==> config.mk <==
export PLATFORM = sky130hd
export DESIGN_NAME = servo_sweep_master
export DESIGN_NICKNAME = d
export VERILOG_FILES = /design/src/rtl/servo_pkg.sv /design/src/rtl/axil_wr_engine.sv /design/src/rtl/servo_sweep_master.sv
export SDC_FILE = /design/constraint.sdc
export NUM_CORES = 1
export LEC_CHECK = 0
export CAP_MARGIN = 20
export CORE_UTILIZATION = 61
export CTS_CLUSTER_SIZE = 24
export DETAILED_ROUTE_END_ITERATION = 12
export HOLD_SLACK_MARGIN = 0.08
export PLACE_DENSITY_LB_ADDON = 0.2
export SYNTH_ARGS = -nofsm -noshare
export SYNTH_HDL_FRONTEND = slang
export SYNTH_HIERARCHICAL = 1
export SYNTH_SLANG_ARGS = --single-unit
==> constraint.sdc <==
create_clock -name ACLK -period 8.18 [get_ports ACLK]
set_input_delay 1.227 -clock ACLK [delete_from_list [all_inputs] [get_ports ACLK]]
set_output_delay 1.227 -clock ACLK [all_outputs]
set_load 0.005 [all_outputs]
==> src/rtl/servo_pkg.sv <==
`default_nettype none
// servo_pkg: shared FSM encoding, bus constants and sweep-step helper for servo_sweep_master.
// Rev 1.0
package servo_pkg;

  typedef enum logic [2:0] {
    ST_IDLE   = 3'd0,
    ST_EN_WR  = 3'd1,
    ST_ANG_WR = 3'd2,
    ST_DWELL  = 3'd3,
    ST_DIS_WR = 3'd4,
    ST_ERROR  = 3'd5
  } state_e;

  localparam logic [1:0]  RESP_OKAY   = 2'b00;
  localparam logic [1:0]  RESP_SLVERR = 2'b10;
  localparam logic [31:0] EN_ON       = 32'h1111_1111;
  localparam logic [31:0] EN_OFF      = 32'h0000_0000;
  localparam logic [7:0]  ANGLE_MAX   = 8'd180;
  localparam logic [31:0] EN_OFFSET   = 32'd4;

  typedef struct packed {
    logic       up;
    logic [7:0] angle;
  } sweep_pos_t;

  // Arithmetic is carried one bit wider (signed on the way down) so a step
  // that overshoots either bound clamps instead of wrapping.
  function automatic sweep_pos_t next_pos(input logic [7:0] angle,
                                          input logic [7:0] step,
                                          input logic [7:0] amin,
                                          input logic [7:0] amax,
                                          input logic       up);
    sweep_pos_t       r;
    logic [8:0]       stp;
    logic [8:0]       sum;
    logic signed [9:0] diff;
    stp  = (step == 8'd0) ? 9'd1 : {1'b0, step};
    sum  = {1'b0, angle} + stp;
    diff = $signed({2'b00, angle}) - $signed({1'b0, stp});
    r.up    = up;
    r.angle = angle;
    if (amin == amax) begin
      r.angle = amin;
    end else if (up) begin
      if (sum >= {1'b0, amax}) begin
        r.angle = amax;
        r.up    = 1'b0;
      end else begin
        r.angle = sum[7:0];
      end
    end else begin
      if (diff <= $signed({2'b00, amin})) begin
        r.angle = amin;
        r.up    = 1'b1;
      end else begin
        r.angle = diff[7:0];
      end
    end
    return r;
  endfunction

endpackage
`default_nettype wire

==> src/rtl/axil_wr_engine.sv <==
`default_nettype none
// axil_wr_engine: issues one AXI-Lite write per req pulse and reports the B response.
// Rev 1.0
module axil_wr_engine
  import servo_pkg::*;
(
  input  logic        clk_i,
  input  logic        rst_i,
  input  logic        req_i,
  input  logic [31:0] addr_i,
  input  logic [31:0] data_i,
  output logic        done_o,
  output logic [1:0]  resp_o,
  output logic [31:0] awaddr_o,
  output logic [2:0]  awprot_o,
  output logic        awvalid_o,
  input  logic        awready_i,
  output logic [31:0] wdata_o,
  output logic [3:0]  wstrb_o,
  output logic        wvalid_o,
  input  logic        wready_i,
  input  logic        bvalid_i,
  output logic        bready_o,
  input  logic [1:0]  bresp_i
);

  logic        act_q;
  logic        awv_q;
  logic        wv_q;
  logic        aw_done_q;
  logic        w_done_q;
  logic        bready_q;
  logic [31:0] addr_q;
  logic [31:0] data_q;

  logic        b_hs;
  logic        accept;
  logic        aw_fin;
  logic        w_fin;

  assign b_hs   = bvalid_i & bready_q;
  // A new request may ride on the B handshake so back-to-back writes lose no cycle.
  assign accept = req_i & (~act_q | b_hs);
  assign aw_fin = aw_done_q | (awv_q & awready_i);
  assign w_fin  = w_done_q | (wv_q & wready_i);

  always_ff @(posedge clk_i) begin
    if (rst_i) begin
      act_q     <= 1'b0;
      awv_q     <= 1'b0;
      wv_q      <= 1'b0;
      aw_done_q <= 1'b0;
      w_done_q  <= 1'b0;
      bready_q  <= 1'b0;
      addr_q    <= 32'd0;
      data_q    <= 32'd0;
    end else if (accept) begin
      act_q     <= 1'b1;
      awv_q     <= 1'b1;
      wv_q      <= 1'b1;
      aw_done_q <= 1'b0;
      w_done_q  <= 1'b0;
      bready_q  <= 1'b0;
      addr_q    <= addr_i;
      data_q    <= data_i;
    end else begin
      if (awv_q && awready_i) begin
        awv_q     <= 1'b0;
        aw_done_q <= 1'b1;
      end
      if (wv_q && wready_i) begin
        wv_q     <= 1'b0;
        w_done_q <= 1'b1;
      end
      if (b_hs) begin
        bready_q <= 1'b0;
        act_q    <= 1'b0;
      end else if (act_q && aw_fin && w_fin) begin
        bready_q <= 1'b1;
      end
    end
  end

  assign done_o    = b_hs;
  assign resp_o    = bresp_i;
  assign awaddr_o  = addr_q;
  assign awprot_o  = 3'b000;
  assign awvalid_o = awv_q;
  assign wdata_o   = data_q;
  assign wstrb_o   = 4'hF;
  assign wvalid_o  = wv_q;
  assign bready_o  = bready_q;

endmodule
`default_nettype wire

==> src/rtl/servo_sweep_master.sv <==
`default_nettype none
// servo_sweep_master: enables a servo, sweeps its angle register between bounds, then disables it.
// Rev 1.0
module servo_sweep_master
  import servo_pkg::*;
#(
  parameter logic [31:0] BASE_ADDR = 32'h4000_0000,
  parameter int unsigned DWELL_W   = 24
) (
  input  logic               ACLK,
  input  logic               ARESET,
  input  logic               start,
  input  logic               stop,
  input  logic [7:0]         angle_min,
  input  logic [7:0]         angle_max,
  input  logic [7:0]         step,
  input  logic [DWELL_W-1:0] dwell,
  output logic [31:0]        AWADDR,
  output logic [2:0]         AWPROT,
  output logic               AWVALID,
  input  logic               AWREADY,
  output logic [31:0]        WDATA,
  output logic [3:0]         WSTRB,
  output logic               WVALID,
  input  logic               WREADY,
  input  logic               BVALID,
  output logic               BREADY,
  input  logic [1:0]         BRESP,
  output logic               busy,
  output logic               error,
  output logic [7:0]         cur_angle
);

  state_e             state_q;
  logic [7:0]         min_q;
  logic [7:0]         max_q;
  logic [7:0]         step_q;
  logic [DWELL_W-1:0] dwell_q;
  logic [DWELL_W-1:0] cnt_q;
  logic [7:0]         angle_q;
  logic               up_q;
  logic               stop_pend_q;
  logic               issue_q;
  logic               error_q;
  logic [7:0]         cur_angle_q;

  logic               eng_done;
  logic [1:0]         eng_resp;
  logic               eng_req;
  logic [31:0]        req_addr;
  logic [31:0]        req_data;
  logic               cfg_ok;
  logic               resp_ok;
  logic               w_stop;
  logic               w_busy;
  logic               fast_req;
  sweep_pos_t         w_next;

  assign cfg_ok  = (angle_min <= angle_max) && (angle_max <= ANGLE_MAX);
  assign resp_ok = (eng_resp == RESP_OKAY);
  assign w_stop  = stop | stop_pend_q;
  assign w_busy  = (state_q != ST_IDLE) && (state_q != ST_ERROR);
  assign w_next  = next_pos(angle_q, step_q, min_q, max_q, up_q);

  // The next angle write is requested in the cycle the wait ends, so with a
  // zero dwell the new AWVALID follows the B handshake directly.
  assign fast_req = ((state_q == ST_ANG_WR) && eng_done && resp_ok && !w_stop &&
                     (dwell_q == '0)) ||
                    ((state_q == ST_DWELL) && !w_stop && (cnt_q == '0));
  assign eng_req  = issue_q | fast_req;

  always_comb begin
    req_addr = BASE_ADDR + EN_OFFSET;
    req_data = EN_ON;
    if (fast_req) begin
      req_addr = BASE_ADDR;
      req_data = {24'd0, w_next.angle};
    end else begin
      case (state_q)
        ST_ANG_WR: begin
          req_addr = BASE_ADDR;
          req_data = {24'd0, angle_q};
        end
        ST_DIS_WR: req_data = EN_OFF;
        default:   req_data = EN_ON;
      endcase
    end
  end

  always_ff @(posedge ACLK) begin
    if (ARESET) begin
      state_q     <= ST_IDLE;
      min_q       <= 8'd0;
      max_q       <= 8'd0;
      step_q      <= 8'd0;
      dwell_q     <= '0;
      cnt_q       <= '0;
      angle_q     <= 8'd0;
      up_q        <= 1'b1;
      stop_pend_q <= 1'b0;
      issue_q     <= 1'b0;
      error_q     <= 1'b0;
      cur_angle_q <= 8'd0;
    end else begin
      issue_q <= 1'b0;
      if (stop && w_busy) begin
        stop_pend_q <= 1'b1;
      end
      case (state_q)
        ST_IDLE, ST_ERROR: begin
          if (start) begin
            if (cfg_ok) begin
              min_q       <= angle_min;
              max_q       <= angle_max;
              step_q      <= step;
              dwell_q     <= dwell;
              error_q     <= 1'b0;
              stop_pend_q <= 1'b0;
              issue_q     <= 1'b1;
              state_q     <= ST_EN_WR;
            end else begin
              error_q <= 1'b1;
            end
          end
        end
        ST_EN_WR: begin
          if (eng_done) begin
            if (resp_ok) begin
              angle_q <= min_q;
              up_q    <= 1'b1;
              issue_q <= 1'b1;
              if (w_stop) begin
                stop_pend_q <= 1'b0;
                state_q     <= ST_DIS_WR;
              end else begin
                state_q <= ST_ANG_WR;
              end
            end else begin
              error_q     <= 1'b1;
              stop_pend_q <= 1'b0;
              state_q     <= ST_ERROR;
            end
          end
        end
        ST_ANG_WR: begin
          if (eng_done) begin
            if (resp_ok) begin
              cur_angle_q <= angle_q;
              if (w_stop) begin
                stop_pend_q <= 1'b0;
                issue_q     <= 1'b1;
                state_q     <= ST_DIS_WR;
              end else if (dwell_q == '0) begin
                angle_q <= w_next.angle;
                up_q    <= w_next.up;
              end else begin
                cnt_q   <= dwell_q - DWELL_W'(1);
                state_q <= ST_DWELL;
              end
            end else begin
              error_q     <= 1'b1;
              stop_pend_q <= 1'b0;
              state_q     <= ST_ERROR;
            end
          end
        end
        ST_DWELL: begin
          if (w_stop) begin
            stop_pend_q <= 1'b0;
            issue_q     <= 1'b1;
            state_q     <= ST_DIS_WR;
          end else if (cnt_q == '0) begin
            angle_q <= w_next.angle;
            up_q    <= w_next.up;
            state_q <= ST_ANG_WR;
          end else begin
            cnt_q <= cnt_q - DWELL_W'(1);
          end
        end
        ST_DIS_WR: begin
          if (eng_done) begin
            if (!resp_ok) begin
              error_q <= 1'b1;
            end
            stop_pend_q <= 1'b0;
            state_q     <= ST_IDLE;
          end
        end
        default: state_q <= ST_IDLE;
      endcase
    end
  end

  axil_wr_engine u_eng (
    .clk_i     (ACLK),
    .rst_i     (ARESET),
    .req_i     (eng_req),
    .addr_i    (req_addr),
    .data_i    (req_data),
    .done_o    (eng_done),
    .resp_o    (eng_resp),
    .awaddr_o  (AWADDR),
    .awprot_o  (AWPROT),
    .awvalid_o (AWVALID),
    .awready_i (AWREADY),
    .wdata_o   (WDATA),
    .wstrb_o   (WSTRB),
    .wvalid_o  (WVALID),
    .wready_i  (WREADY),
    .bvalid_i  (BVALID),
    .bready_o  (BREADY),
    .bresp_i   (BRESP)
  );

  assign busy      = w_busy;
  assign error     = error_q;
  assign cur_angle = cur_angle_q;

endmodule
`default_nettype wire

# Word level (Yosys, flattened, before mapping)
# Index checks and enable logic that the tools add are counted.
[totals]
reg_bits = 165
inputBits = 57
output_inout_bits = 84
word_cells = 177
[op_classes]
n_mux = 77
eq_ne = 24
n_lt_le_gt_ge = 4
n_bitwise = 10
n_reduce_logical = 38
add_sub_neg = 4
[op_table]
columns = ["operator", "count"]
rows = [
  ["24-bit 2-to-1 mux", 6],
  ["8-bit 2-to-1 mux", 12],
  ["29-bit case mux with 2 select lines", 1],
  ["24-bit zero test", 2],
  ["24-bit case mux with 2 select lines", 1],
  ["24-bit by 1-bit subtractor with 24-bit output (second input constant)", 2],
  ["3-bit 2-to-1 mux", 14],
  ["1-bit 2-to-1 mux", 35],
  ["29-bit 2-to-1 mux", 1],
  ["2-bit inequality test (second input constant)", 12],
  ["8-bit case mux with 3 select lines", 1],
  ["3-bit case mux with 5 select lines", 1],
  ["7-bit AND reduction", 2],
  ["1-bit logical AND", 13],
  ["2-bit nonzero test", 5],
  ["8-bit by 8-bit adder with 9-bit output", 1],
  ["9-bit by 8-bit greater-or-equal comparator with 1-bit output", 1],
  ["9-bit less-or-equal comparator", 1],
  ["9-bit 2-to-1 mux", 1],
  ["9-bit AND reduction", 1],
  ["8-bit by 8-bit subtractor with 9-bit output", 1],
  ["8-bit == test", 1],
  ["8-bit less-or-equal comparator", 1],
  ["8-bit less-or-equal comparator (second input constant)", 1],
  ["other kinds (23)", 40],
]

# Longest topological paths before layout
[depth]
depth_word = 12
depth_mapped = 19
depth_no_buf = 18

# Cells and area by module
# Netlist, hierarchy kept.
[modules_own_cells]
columns = ["module", "instances", "cells_each", "seq_area_each_um2", "area_per_inst_um2"]
rows = [
  ["servo_sweep_master", 1, 858, 1901.8, 6817.8],
  ["axil_wr_engine", 1, 312, 1401.3, 3163.0],
]

# Least setup slack after synthesis
# No wires, ideal clock.
[synth_timing]
kind = "reg2reg"
start = "register step_q[1]"
end = "register u_eng.data_q[4], in the netlist u_eng/wdata_o[4]"
arrival_ps = 3838
t_required_ps = 8108
path_slack_ps = 4270
n_path_buf = 1
period_less_slack_ps = 3910
setup_ps = 72
stages_incl_launch_ff = 19
path_cell_list = "dfxtp_1 > inv_1 > a41o_1 > ha_1 > fa_1 > nand2b_1 > a21o_1 > a21oi_1 > xnor2_1 > ha_1 > a2111oi_0 > o221ai_1 > o311a_1 > buf_2 > o21a_1 > o221a_2 > o211ai_1 > nand2b_1 > mux2i_1"
[synth_between]
elab_chain_len = 8
word_cells_on_any_way = 11
cone_classes = "add/sub: 2; order compare: 2; mux: 6; reduce/logical: 1"
[synth_rtl]
columns = ["item", "line", "text"]
rows = [
  ["start: declaration", "servo_sweep_master.sv:37", "logic [7:0] step_q;"],
  ["start signal: assignment", "servo_sweep_master.sv:115", "step_q <= step;"],
  ["8-bit zero test", "servo_pkg.sv:38", "stp = (step == 8'd0) ? 9'd1 : {1'b0, step};"],
  ["8-bit 2-to-1 mux *", "servo_pkg.sv:38", ""],
  ["8-bit by 8-bit subtractor with 9-bit output / 8-bit by 8-bit adder with 9-bit output (equally long branches)", "servo_pkg.sv:40, servo_pkg.sv:39", ""],
  ["9-bit less-or-equal comparator / 9-bit by 8-bit greater-or-equal comparator with 1-bit output (equally long branches)", "servo_pkg.sv:53, servo_pkg.sv:46", ""],
  ["8-bit 2-to-1 mux, on equally long branches", "servo_pkg.sv:53, servo_pkg.sv:46", ""],
  ["9-bit 2-to-1 mux *", "servo_pkg.sv:45", "end else if (up) begin"],
  ["8-bit 2-to-1 mux *", "servo_pkg.sv:43", "if (amin == amax) begin"],
  ["29-bit 2-to-1 mux *", "servo_sweep_master.sv:75", "if (fast_req) begin"],
  ["named net req_data[4]", "servo_sweep_master.sv:51", "logic [31:0] req_data;"],
  ["end signal: assignment", "axil_wr_engine.sv:65", "data_q <= data_i;"],
  ["end: declaration", "axil_wr_engine.sv:34", "logic [31:0] data_q;"],
]
# Mark *: on every way through the listed nets, which the timed path passes. The rest lies on a longest branch.
# A chain may end at the register's enable or synchronous reset.

# Worst setup path in the final report
[layout_timing]
start = "register step_q[1]"
end = "register u_eng.data_q[1], in the netlist u_eng/wdata_o[1]"
# Same word-level chain as after synthesis.

==> summary.md <==
| Metric | Value |
|---|---|
| Status | `finished, final reports clean` |
| Number of synthesized flops with an enable pin | `0` |
| Sw Share | `0.302` |
| Share of cells above drive strength 1 | `0.0503` |
| Synth Cell Area | `around 10000 sq um` |
| Worst Setup End Kind | `flop` |
| Reg-to-reg critical path startpoint | `step_q[1]` |
| DP Worst Slack | `3.32 ns` |
| Largest net degree at the start of global routing | `about 110` |
| Most frequent cells in the layout | `165 x dfxtp_1, 142 x nand2b_1, 132 x clkdlybuf4s50_1, 127 x mux2i_1, 97 x nor2_1` |
| Combinational fraction of design power | `0.236` |
| Total Wirelength | `~24,000 microns` |
| Post-DP HPWL | `between 15,000 and 20,000 microns` |
| Number of global-route vias before repair | `roughly 7,700` |
| Wirelength per Cell | `roughly 16 microns` |
| Mapped Cells | `between 1,000 and 1,500` |
| Register bit count reported by yosys | `165` |
| Drt drc | `0` |
| Reg2reg setup slack | `3.57 ns` |
| Warnings, synthesis | `6` |
| Clock Path Buffers | `2` |
| Placed cell area | `approximately 11,000 sq um` |
| Synth async-reset ratio | `0` |
| CTS Hold Bufs | `0` |
| Crit path cell chain | `inv_1, a41o_1, ha_1, fa_1, nand2b_1, a21o_1, a21oi_1, xnor2_1, ha_1, a2111oi_0, o221ai_1, o311a_1, mux2_2, o221ai_1, o21ai_0, nand2b_1, mux2i_1` |
| Final net count | `approximately 1,400` |
| CP max-delay cell | `dfxtp_1` |
| H-tree Lvls | `4` |
| Switching pwr | `about 0.65 mW` |
| Critical path type | `flop to flop` |
| Post-Route Skew | `0.00802 ns` |
| Fin crit period | `4.61 ns` |
| Top FF cell, synth | `dfxtp_1` |
| Max Cap Viol | `0` |
| Fin cells | `1,528` |
| Initial antenna violation count | `0` |
| Clock slew at reported path FFs | `0.06 ns` |
| Gpl congestion | `roughly 0.91` |
| Worst vdd ir | `between 0.15 and 0.2 mV` |
| Worst Reg-to-Reg Cells | `17` |
| P_int | `approximately 1.5 mW` |
| Hold Path Origin | `cur_angle[5]` |
| First-pass DRT Iterations | `5` |
| DR vias | `8,791` |
| Least-Margin Pin Slew | `1.12 ns` |
| Cts bufs inserted | `17` |
| Worst stage delay on the critical path | `around 0.47 ns` |
| Final Setup Violations | `0` |
| Clk pwr share | `0.360` |
| Hold Path Stages | `2` |
| Worst setup SP type | `flop` |
| Tcrit/Tclk final | `0.564` |
| RSZ-0062 raised after global routing | `no` |
| Global-route wire length before repair | `37,800 microns` |
| Post-route ant nets | `0` |
| Clock Sinks | `165` |
| Die Wd | `approximately 130 microns` |
| Vias per cell | `roughly 5.8` |
| Worst hold path class | `flop to flop` |
| Filler Cell Count | `1,192` |
| Die footprint | `between 15,000 and 20,000 sq um` |
| Hold Fails Final Rpt | `0` |
| CTS tree | `built` |
| Finished Cell Area | `about 12,000 sq um` |
| Post-synthesis sequential area ratio | `0.331` |
| Most common cell after layout, fill and taps aside | `dfxtp_1` |
| Postcts setup bufs | `0` |
| Clk_lat worst skew | `~0.43 ns` |
| WHS Endpoint | `cur_angle[5]` |
| Count of final max-slew check failures | `0` |
| Finished Core Util | `0.752` |
| Initial Utilization | `0.626` |
| WP data required | `approximately 8.5 ns` |
| Pwr dens | `about 180 nW/um^2` |
| Root buffer cell | `clkbuf_16` |
| Reg-to-reg endpoint | `u_eng/wdata_o[1]` |
| CP max FO | `11` |
| GRT Overall Usage | `0.282` |
| CTS resizes | `0` |
| I/O Buffers | `between 100 and 150` |
| Row count | `46` |
| Grt total ovfl | `0` |
| Post-synthesis cell type count | `between 80 and 90` |
| Pleak | `4.55 nW` |
| N_diodes | `0` |
| Slew margin rel. | `0.249` |
| Syn_area_per_cell | `about 8.5 sq um` |
| Flop pwr share | `0.404` |
| Core ar. | `roughly 16,000 sq um` |
| Die Height | `roughly 130 microns` |
| Critical path arrival | `between 4 and 5 ns` |
| Layout Area Growth over Synthesis | `20.2%` |
| 1st-iter DRT viols | `between 800 and 900` |
| # IOs | `about 140` |
| Maximum clock rate | `between 0.2 and 0.25 GHz` |
| Final setup margin | `between 3 and 4 ns` |
| Fin Setup TNS | `0 ns` |
| Placed cell count | `between 1,000 and 1,500` |
[flip-flops by register name (all words and copies together), names as in the netlist, 3 cells and up]
register,cells
angle_q,8
cnt_q,24
cur_angle,8
dwell_q,24
max_q,8
min_q,8
state_q,3
step_q,8
u_eng/awaddr_o,32
u_eng/wdata_o,32
[through the flow]
| step | hold slack (ns) | total power, mW |
|---|---|---|
| global placement | 0.449 | 1.38 |
| CTS | 0.465 | 2.16 |
| floorplan | 0.449 | 1.25 |
| finish | 0.466 | 2.17 |
| detailed placement | 0.457 | 1.39 |
| global route | 0.483 | 2.26 |
[cell families after synthesis]
group           Yosys count  share of synthesized area
compound gates          217                      0.146
buf+inv                 131                     0.0614
fa+ha+maj                45                     0.0579
flops                   165                      0.331
other cells               4                    0.00150
xor+xnor                 23                     0.0202
mux                     135                      0.139
simple gates            450                      0.243
[power by group through the flow]
stage	clock network [mW]	logic, mW	registers (mW)
finish	0.780	0.510	0.876
global route	0.827	0.557	0.880
CTS	0.787	0.502	0.875
detailed placement	0	0.499	0.893
global placement	0	0.487	0.892
floorplan	0	0.369	0.881
[synthesized netlist by cell type (all sizes together) (14+ instances only)]
cell      n  area [sq um]
a21oi    64           320
dfxtp   165          3300
nand3    37           185
inv      48           180
o211ai   19           143
nor3     24           120
xor2     14           123
nor2     98           368
nor4     24           156
clkbuf   49           184
buf      34           249
mux2i   130          1330
o21ai    37           185
a31oi    17           113
nand2    64           243
nand2b  143           902
ha       43           538
[area by class of cell]
cell class	instances	area, sq um	share of cell area
clock inverter	12	120	0.0100
tap	216	270	0.0225
inverter	48	180	0.0150
timing repair buffer	141	1390	0.116
sequential	165	3300	0.275
clock buffer	20	457	0.0381
multi-input combinational	926	6270	0.523
[per-layer routing]
layer | GRT usage | vias up | wire length, microns
met5 | 0 | - | 0
met4 | 0.0766 | 0 | 350
met3 | 0.0451 | 36 | 1580
met2 | 0.443 | 342 | 10700
met1 | 0.399 | 4071 | 11200
li1 | - | 4342 | -
[how the worst max path moves through the flow]
stage                   start                  to  slack [ns]
floorplan           step_q[1]    u_eng/wdata_o[4]        4.27
global placement       BVALID  u_eng/awaddr_o[30]        3.50
detailed placement     BVALID    u_eng/wdata_o[3]        3.32
CTS                 step_q[1]    u_eng/wdata_o[1]        3.61
global route        step_q[1]    u_eng/wdata_o[1]        3.35
finish              step_q[1]    u_eng/wdata_o[1]        3.57
[worst max-delay path: cells and delay by family, from the launching register on]
family | cells | cell delay, ns
AO/OA/AOI/OAI | 8 | 2.02
XOR/XNOR | 1 | 0.19
adder cells (fa/ha/maj) | 3 | 0.93
buffers and inverters | 1 | 0.12
flip-flops | 1 | 0.47
multiplexers | 2 | 0.39
AND/OR/NAND/NOR | 2 | 0.34
Note: power is estimated with default switching activity, not from simulation.
